--- config.mk ---
export PLATFORM = sky130hd
export DESIGN_NAME = rcc_reg_slv_flat
export DESIGN_NICKNAME = d
export VERILOG_FILES = /design/src/rtl/rcc_reg_slv_if.sv /design/src/rtl/rcc_reg_slv.sv /design/src/flat_wrapper.sv
export SDC_FILE = /design/constraint.sdc
export NUM_CORES = 1
export LEC_CHECK = 0
export ABC_AREA = 1
export CAP_MARGIN = 20
export CORE_ASPECT_RATIO = 1.75
export CORE_MARGIN = 8
export CORE_UTILIZATION = 40
export DETAILED_ROUTE_END_ITERATION = 10
export PLACE_DENSITY = 0.88
export SLEW_MARGIN = 0
export SYNTH_ARGS = -nofsm -noshare
export SYNTH_HDL_FRONTEND = slang
export SYNTH_SLANG_ARGS = --single-unit
--- constraint.sdc ---
create_clock -name hclk -period 1.6 [get_ports hclk]
set_input_delay 0.16 -clock hclk [delete_from_list [all_inputs] [get_ports hclk]]
set_output_delay 0.16 -clock hclk [all_outputs]
set_load 0.1 [all_outputs]
--- src/rtl/rcc_reg_slv_if.sv ---
`default_nettype none
// ============================================================================
// Module   : rcc_reg_slv_if
// Brief    : Request/response bus between a master and the RCC register slave.
// Revision : 1.0 - initial release
// ============================================================================
interface rcc_reg_slv_if #(
    parameter int DW = 64,
    parameter int AW = 15,
    parameter int WW = DW / 8
) ();
    logic          mreq;
    logic          mwrite;
    logic [AW-1:0] maddr;
    logic [WW-1:0] mwstrb;
    logic [DW-1:0] mdata;
    logic          mmaster;
    logic [DW-1:0] sdata;
    logic          sready;
    logic          sresp;

    modport master (
        output mreq, mwrite, maddr, mwstrb, mdata, mmaster,
        input  sdata, sready, sresp
    );

    modport slave (
        input  mreq, mwrite, maddr, mwstrb, mdata, mmaster,
        output sdata, sready, sresp
    );
endinterface
`default_nettype wire

--- src/rtl/rcc_reg_slv.sv ---
`default_nettype none
// ============================================================================
// Module   : rcc_reg_slv
// Brief    : Reset/clock-control register slave with wait states; optional
//            CLKEN/RSTCTL write protection enabled by macro RCC_WPROT_EN.
// Revision : 1.0 - initial release
// ============================================================================
module rcc_reg_slv #(
    parameter int DW   = 64,
    parameter int AW   = 15,
    parameter int WW   = DW / 8,
    parameter int WAIT = 1
) (
    input  wire          hclk,
    input  wire          hresetn,
    rcc_reg_slv_if.slave bus,
    output logic [31:0]  clk_en,
    output logic [31:0]  blk_rst_n,
    input  wire  [31:0]  status_i
);
    localparam logic [AW-1:0] c_addr_ctrl   = AW'(0);
    localparam logic [AW-1:0] c_addr_clken  = AW'(1);
    localparam logic [AW-1:0] c_addr_rstctl = AW'(2);
    localparam logic [AW-1:0] c_addr_status = AW'(3);
    localparam logic [1:0]    c_wait        = 2'(WAIT);

    logic [31:0]   ctrl_q, ctrl_d, clken_q, clken_d, rstctl_q, rstctl_d;
    logic          lastm_q, lastm_d;
    logic [1:0]    cnt_q, cnt_d;
    logic          w_ready, w_done, w_err, w_wr, w_act, w_mapped, w_prot_block;
    logic          w_is_ctrl, w_is_clken, w_is_rstctl, w_is_status;
    logic [1:0]    w_lock_bits;
    logic [63:0]   w_status;
    logic [DW-1:0] w_rdata;
    logic          w_unused_bits;

    function automatic logic [31:0] f_merge(input logic [31:0] old_v,
                                            input logic [31:0] wd,
                                            input logic [3:0]  be);
        logic [31:0] r;
        for (int k = 0; k < 4; k++) begin
            r[8*k +: 8] = be[k] ? wd[8*k +: 8] : old_v[8*k +: 8];
        end
        return r;
    endfunction

    assign w_is_ctrl   = (bus.maddr == c_addr_ctrl);
    assign w_is_clken  = (bus.maddr == c_addr_clken);
    assign w_is_rstctl = (bus.maddr == c_addr_rstctl);
    assign w_is_status = (bus.maddr == c_addr_status);

    // Reset forces ready high so a held mreq cannot stall the bus
    assign w_ready = ~hresetn | ~bus.mreq | (cnt_q == c_wait);
    assign w_done  = bus.mreq & w_ready;
    assign w_err   = ~w_mapped | (bus.mwrite & w_is_status) | w_prot_block;
    // A zero-strobe write is a no-op for every piece of state
    assign w_act   = w_done & ~w_err & (~bus.mwrite | (|bus.mwstrb));
    assign w_wr    = w_act & bus.mwrite;

`ifdef RCC_WPROT_EN
    typedef enum logic [1:0] {
        LOCKED   = 2'b00,
        KEY1     = 2'b01,
        UNLOCKED = 2'b10
    } lock_t;

    localparam logic [AW-1:0] c_addr_wpkey = AW'(4);

    lock_t lock_q, lock_d;
    logic  w_is_wpkey;

    assign w_is_wpkey   = (bus.maddr == c_addr_wpkey);
    assign w_mapped     = w_is_ctrl | w_is_clken | w_is_rstctl | w_is_status | w_is_wpkey;
    assign w_prot_block = bus.mwrite & (w_is_clken | w_is_rstctl) & (lock_q != UNLOCKED);
    assign w_lock_bits  = lock_q;

    always_comb begin
        lock_d = lock_q;
        if (w_wr && w_is_wpkey) begin
            case (lock_q)
                LOCKED:  lock_d = (bus.mdata[7:0] == 8'hCA) ? KEY1 : LOCKED;
                KEY1:    lock_d = (bus.mdata[7:0] == 8'h53) ? UNLOCKED : LOCKED;
                default: lock_d = LOCKED;
            endcase
        end else if (w_act && !w_is_wpkey && lock_q == KEY1) begin
            lock_d = LOCKED;
        end else if (w_wr && (w_is_clken || w_is_rstctl) && lock_q == UNLOCKED) begin
            lock_d = LOCKED;
        end
    end

    always_ff @(posedge hclk or negedge hresetn) begin
        if (!hresetn) begin
            lock_q <= LOCKED;
        end else begin
            lock_q <= lock_d;
        end
    end
`else
    assign w_mapped     = w_is_ctrl | w_is_clken | w_is_rstctl | w_is_status;
    assign w_prot_block = 1'b0;
    assign w_lock_bits  = 2'b00;
`endif

    always_comb begin
        ctrl_d   = ctrl_q;
        clken_d  = clken_q;
        rstctl_d = rstctl_q;
        lastm_d  = lastm_q;
        cnt_d    = cnt_q;
        if (w_done) begin
            cnt_d = 2'd0;
        end else if (bus.mreq && cnt_q < c_wait) begin
            cnt_d = cnt_q + 2'd1;
        end
        if (w_wr) begin
            lastm_d = bus.mmaster;
            if (w_is_ctrl)   ctrl_d   = f_merge(ctrl_q,   bus.mdata[31:0], bus.mwstrb[3:0]);
            if (w_is_clken)  clken_d  = f_merge(clken_q,  bus.mdata[31:0], bus.mwstrb[3:0]);
            if (w_is_rstctl) rstctl_d = f_merge(rstctl_q, bus.mdata[31:0], bus.mwstrb[3:0]);
        end
    end

    always_ff @(posedge hclk or negedge hresetn) begin
        if (!hresetn) begin
            ctrl_q   <= 32'h0000_0001;
            clken_q  <= 32'h0000_0000;
            rstctl_q <= 32'hFFFF_FFFF;
            lastm_q  <= 1'b0;
            cnt_q    <= 2'd0;
        end else begin
            ctrl_q   <= ctrl_d;
            clken_q  <= clken_d;
            rstctl_q <= rstctl_d;
            lastm_q  <= lastm_d;
            cnt_q    <= cnt_d;
        end
    end

    // lastm sits in the MSB of the 64-bit word, lock state just above status_i
    assign w_status = {lastm_q, 29'b0, w_lock_bits, status_i};

    always_comb begin
        w_rdata = '0;
        if (bus.mreq) begin
            if (w_is_ctrl)   w_rdata = DW'(ctrl_q);
            if (w_is_clken)  w_rdata = DW'(clken_q);
            if (w_is_rstctl) w_rdata = DW'(rstctl_q);
            if (w_is_status) w_rdata = DW'(w_status);
        end
    end

    assign bus.sdata     = w_rdata;
    assign bus.sready    = w_ready;
    assign bus.sresp     = hresetn & w_done & w_err;
    assign clk_en        = clken_q;
    assign blk_rst_n     = ~rstctl_q;
    assign w_unused_bits = ^bus.mdata[DW-1:32];
endmodule
`default_nettype wire

--- src/flat_wrapper.sv ---
// flat-port wrapper written by rule: the top's interface ports become plain ports
module rcc_reg_slv_flat 
#(
    parameter int DW   = 64,
    parameter int AW   = 15,
    parameter int WW   = DW / 8,
    parameter int WAIT = 1
)
  (hclk, hresetn, clk_en, blk_rst_n, status_i, bus_mreq, bus_mwrite, bus_maddr, bus_mwstrb, bus_mdata, bus_mmaster, bus_sdata, bus_sready, bus_sresp);
  rcc_reg_slv_if #(.DW(DW), .AW(AW), .WW(WW)) bus_i ();
  input  wire hclk;
  input  wire hresetn;
  output logic [31:0] clk_en;
  output logic [31:0] blk_rst_n;
  input  wire  [31:0] status_i;
  input wire logic [$bits(bus_i.mreq)-1:0] bus_mreq;
  input wire logic [$bits(bus_i.mwrite)-1:0] bus_mwrite;
  input wire logic [$bits(bus_i.maddr)-1:0] bus_maddr;
  input wire logic [$bits(bus_i.mwstrb)-1:0] bus_mwstrb;
  input wire logic [$bits(bus_i.mdata)-1:0] bus_mdata;
  input wire logic [$bits(bus_i.mmaster)-1:0] bus_mmaster;
  output wire logic [$bits(bus_i.sdata)-1:0] bus_sdata;
  output wire logic [$bits(bus_i.sready)-1:0] bus_sready;
  output wire logic [$bits(bus_i.sresp)-1:0] bus_sresp;
  assign bus_i.mreq = bus_mreq;
  assign bus_i.mwrite = bus_mwrite;
  assign bus_i.maddr = bus_maddr;
  assign bus_i.mwstrb = bus_mwstrb;
  assign bus_i.mdata = bus_mdata;
  assign bus_i.mmaster = bus_mmaster;
  assign bus_sdata = bus_i.sdata;
  assign bus_sready = bus_i.sready;
  assign bus_sresp = bus_i.sresp;
  rcc_reg_slv #(.DW(DW), .AW(AW), .WW(WW), .WAIT(WAIT)) u_core (.hclk(hclk), .hresetn(hresetn), .bus(bus_i), .clk_en(clk_en), .blk_rst_n(blk_rst_n), .status_i(status_i));
endmodule
### Word level (Yosys, flattened, before mapping)

Index checks and enable logic that the tools add are counted.

| word-level totals | value |
|---|---|
| flip-flop bits (word level) | 99 |
| bits of input ports | 124 |
| word-level logic and storage cells | 63 |
| output and inout bits | 130 |

| operators by class | value |
|---|---|
| multiplexer cells | 7 |
| reduce and logical (&&, ||, !) cells | 16 |
| $add $sub $neg | 1 |
| equality and inequality tests | 4 |
| order comparisons | 1 |
| bitwise logic cells | 20 |

Operators with widths:

| kind | count |
|---|---|
| 2-to-1 mux 64 bit | 2 |
| 2-to-1 mux 32 bit | 3 |
| AND reduction 3 bit | 12 |
| inverter 32 bit | 1 |
| == test 15 x 2 -> 1 bit, second input constant | 2 |
| == test 15 x 1 -> 1 bit, second input constant | 1 |
| zero test 15 bit | 1 |
| OR reduction 8 bit | 1 |
| bitwise AND 1 bit | 7 |
| OR 1 bit | 7 |
| inverter 1 bit | 5 |
| 2-to-1 mux 2 bit | 2 |
| adder 2 x 1 -> 2 bit, second input constant | 1 |
| == test 2 x 1 -> 1 bit, second input constant | 1 |
| less-than comparator 2 x 1 -> 1 bit, second input constant | 1 |
| nonzero test 2 bit | 1 |
| logical AND 1 bit | 1 |

### Depth between registers and ports, before layout

| depth | value |
|---|---|
| depth in word-level cells | 11 |
| depth in mapped cells | 12 |
| gate-level depth less buffers | 11 |

### Least setup slack after synthesis

No wires, ideal clock.

| path | value |
|---|---|
| path type | flip-flop to output port |
| start | register u_core.cnt_q[1] |
| end | output port bus_sresp |
| data required time | 1.440 ns |
| cell stages (with the launch flop) | 6 |
| path slack | -2.306 ns |
| data arrival time | 3.746 ns |
| buffers on the path | 0 |
| cells stage by stage | dfrtp_1 inv_1 ha_1 nand3b_1 nand2_1 nor3b_1 |

| between the ends | value |
|---|---|
| word-level cells in the longest chain between the ends | 5 |

RTL lines:

| what | RTL line | text |
|---|---|---|
| from (decl) | rcc_reg_slv.sv:29 | `logic [1:0] cnt_q, cnt_d;` |
| from (signal assigned) | rcc_reg_slv.sv:136 | `cnt_q <= cnt_d;` |
| == test 2 x 1 -> 1 bit | rcc_reg_slv.sv:53 | `assign w_ready = ~hresetn \| ~bus.mreq \| (cnt_q == c_wait);` |
| OR 1 bit | rcc_reg_slv.sv:53 |  |
| net bus_sready | flat_wrapper.sv:23 | `output wire logic [$bits(bus_i.sready)-1:0] bus_sready;` |
| bitwise AND 1 bit | rcc_reg_slv.sv:54 | `assign w_done = bus.mreq & w_ready;` |
| bitwise AND 1 bit (2 in a row) | rcc_reg_slv.sv:155 | `assign bus.sresp = hresetn & w_done & w_err;` |
| to (decl) | flat_wrapper.sv:24 | `output wire logic [$bits(bus_i.sresp)-1:0] bus_sresp;` |

The timed path passes the listed nets, and every way through them passes these cells.

### Worst setup path in the final report

| path | value |
|---|---|
| start | register u_core.rstctl_q[31] |
| end | output port bus_sdata[31] |

| between the ends | value |
|---|---|
| word-level cells in the longest chain between the ends | 3 |

RTL lines:

| what | RTL line | text |
|---|---|---|
| from (decl) | rcc_reg_slv.sv:27 | `logic [31:0] ctrl_q, ctrl_d, clken_q, clken_d, rstctl_q, rstctl_d;` |
| from (signal assigned) | rcc_reg_slv.sv:134 | `rstctl_q <= rstctl_d;` |
| 2-to-1 mux 32 bit | rcc_reg_slv.sv:148 | `if (w_is_rstctl) w_rdata = DW'(rstctl_q);` |
| 2-to-1 mux 64 bit | rcc_reg_slv.sv:149 | `if (w_is_status) w_rdata = DW'(w_status);` |
| 2-to-1 mux 64 bit | rcc_reg_slv.sv:145 | `if (bus.mreq) begin` |
| to (decl) | flat_wrapper.sv:22 | `output wire logic [$bits(bus_i.sdata)-1:0] bus_sdata;` |

No other way between the ends.

==> results.yml <==
sta:
  max_slew_margin_pct: 63.4
  min_period_ns: 2.04
  fin_ws_ns: -0.437
  finClkSkew_ns: 0.0100
  max_freq_ghz: 0.491
  drv_slew: 0
  holdWs_ns: 0.0221
  setup_viol: 132
  rsz0062_at_grt: "true"
  fin_setup_tns_ns: -34.03
  hold_violations: 0
  max_slew.worst_pin.slew_ns: 0.548
  post-route-period-util_pct: 127
final_layout:
  drive_gt1_share_pct: 52.3
  mostFrequentLayoutCells: "158 x nand2_1, 127 x buf_12, 99 x nand4_1, 75 x nand2_2, 74 x clkdlybuf4s50_1"
  multi_input_area_mm2: 0.00439
  fill_cells: 710
  seq_area_mm2: 0.00255
  nets: 1207
  syn2layout_area_growth_pct: 103
  final_common_cell: "nand2_1"
worst_setup_path:
  path_depth: 6
  worstSetupPathType: "reg2out"
  required_ns: 1.44
  path_max_fanout: 2
  r2r-start: "u_core.cnt_q[1]"
  cp-start-kind: "flip-flop"
  slowest_delay_ns: 0.56
  arrival_ns: 1.88
  cp_num_buf_inv: 3
  rr_worst_depth: 10
  r2r_end: "u_core.rstctl_q[2]"
  rrSetupSlack_ns: -0.36
  cp_slowest_cell: "dfstp_2"
  crit_family: "flip-flops"
  path_cells: "inv_1 -> o21ai_0 -> a21oi_1 -> buf_4 -> nor2_4 -> buf_12"
  critPathCaptureType: "output pin"
synth:
  netlist_top_cells_area: "dfrtp_1 27%, nand2_1 15%, dfstp_2 14%"
  synth_top_area_share_pct: 27.0
  synth_top_family_by_area: "simple AND/OR/NAND/NOR gates"
  ys_seq_elements: 99
  netlist_area_mm2: 0.00611
  synth_compound_area_share_pct: 8.68
  avgSynthCellArea_um2: 7.68
  synth_fa_ha_area_share_pct: 0.410
  synth_top_area_cell: "dfrtp_1"
  yosysSeqAreaShare_pct: 41.2
  synth_xor_xnor_area_share_pct: 0
  muxShareOfSynthArea_pct: 0
  synth_cells: 796
  yosys_warnings: 0
  synthDistinctLibCells: 25
  synth-simple-area-share_pct: 38.4
flow_run:
  maxCapViolations: 0
pwr:
  switchingPower_mw: 1.91
  p_sw_share_pct: 31.6
  ir_drop_v: 0.000475
  power.density_mw_per_mm2: 487
  cell_internal_pwr_mw: 4.14
  p_comb_share_pct: 23.6
  static-leakage-power_nw: 5.18
  seq_power_share_pct: 42.0
  p_clk_share_pct: 34.5
  finalPower_mw: 6.05
clock_tree:
  root_buffer: "clkbuf_16"
  cts_tree: "yes"
  clock_sinks: 99
  clk_latency_ns: 0.35
  cts_buffers: 9
  clk_pin_slew_ns: 0.07
  htree_levels: 3
  cts_buffer_depth: 2
  hold_buffers: 0
global_routing:
  grt_max_degree: 100
  grt_pass1_vias: 7855
  antenna_found_initial: 1
  grt_pass1_wl_um: 43300
  groute.usage.overall_pct: 28.6
  grt_overflow: 0
drt:
  drtIter0Drc: 635
  first_pass_iters: 6
  antenna_left: 0
  routed_wirelength_um: 34800
  post-route-drc-count: 0
  num_vias: 8079
  vias_per_cell: 6.35
  wl_per_cell_um: 27.3
floorplan:
  fp.dieH_um: 180
  core_area_mm2: 0.0152
  rows: 60
  pin_count: 254
  fp.dieW_um: 109
  start_util_pct: 40.3
  die-area_mm2: 0.0196
place:
  dp_hpwl_um: 18200
  numPortBuffers: 190
  gp_congestion: 0.851
hold_path:
  hold_class: "in2async"
status:
  outcome: "complete, but fails checks"
  violations: "negative setup slack"
==> metrics by stage <==
step / area (um^2) / std cells / utilization (%) / setup WS [ns]
4_1_cts: 11300 / 1238 / 74.7 / -0.244
6_report: 12400 / 1273 / 81.9 / -0.437
3_3_place_gp: 10500 / 1199 / 69.2 / -0.566
5_1_grt: 12400 / 1273 / 81.9 / -0.449
2_1_floorplan: 7290 / 826 / - / -0.918
3_5_place_dp: 10500 / 1199 / 69.2 / -0.655
==> flip-flops by register name (all words and copies together) (netlist names) <==
| name | flops |
|---|---|
| u_core.clk_en | 32 |
| u_core.ctrl_q | 32 |
| u_core.rstctl_q | 32 |
| u_core.cnt_q | 2 |
| u_core.lastm_q | 1 |
==> repair_timing <==
item | 4_1_cts | 5_1_grt
setup buffers | 18 | 19
cloned | 6 | 17
resized for setup | 144 | 156
endpoints found under the setup margin | 132 | 132
pin swaps | 23 | 70
==> worst max path at each step <==
stage                        start           endpoint
2_1_floorplan      u_core.cnt_q[0]  u_core.ctrl_q[24]
6_report       u_core.rstctl_q[31]      bus_sdata[31]
3_3_place_gp          bus_maddr[5]      bus_sdata[23]
5_1_grt               bus_maddr[4]      bus_sdata[31]
4_1_cts            u_core.cnt_q[1]          bus_sresp
3_5_place_dp          bus_maddr[9]      bus_sdata[27]
==> cell families after synthesis <==
logic type      count (synthesis)
other cells                     1
buf+inv                       131
fa+ha+maj                       2
flops                          99
simple gates                  464
compound gates                 99
==> cell type report <==
class                   count  share of cell area [%]
diodes                      1                  0.0201
clock buffers              11                    1.87
clock inverters             5                   0.312
inverters                  45                    1.36
multi-input cells         596                    35.3
flip-flops and latches     99                    20.5
well taps                 186                    1.87
repair buffers            330                    38.7
==> cells in the mapped netlist, drive strengths merged <==
library cell	instances
dfstp	33
a31oi	28
nand4	109
ha	2
dfrtp	66
nor3b	1
o21ai	67
nor2	37
inv	45
nand3b	1
conb	1
nand3	65
a21oi	4
buf	66
clkbuf	20
nand2	251
==> power by group through the flow <==
stage | clock network, mW | registers (mW) | logic, mW
3_3_place_gp | 0 | 2.58 | 1.05
2_1_floorplan | 0 | 2.58 | 0.680
6_report | 2.09 | 2.54 | 1.43
3_5_place_dp | 0 | 2.58 | 1.08
5_1_grt | 2.16 | 2.54 | 1.46
4_1_cts | 2.07 | 2.54 | 1.15
==> routing by layer <==
metal  part of all wire (%)  GRT usage [%]
met1                     30           27.4
met2                     52           50.9
met3                    9.2           6.09
met4                    9.5           21.0
met5                      0              0
==> worst register-to-register path, cell delays in order (launching register included) <==
cell and delay (ns):
dfrtp_1 0.38, inv_2 0.09, ha_4 0.12, nand3b_1 0.17, nand3_2 0.13, nor2_4 0.21
buf_12 0.16, buf_12 0.16, nand4_4 0.23, nand2_1 0.16, nand2_1 0.08
Power figures use the tool's default switching activity.
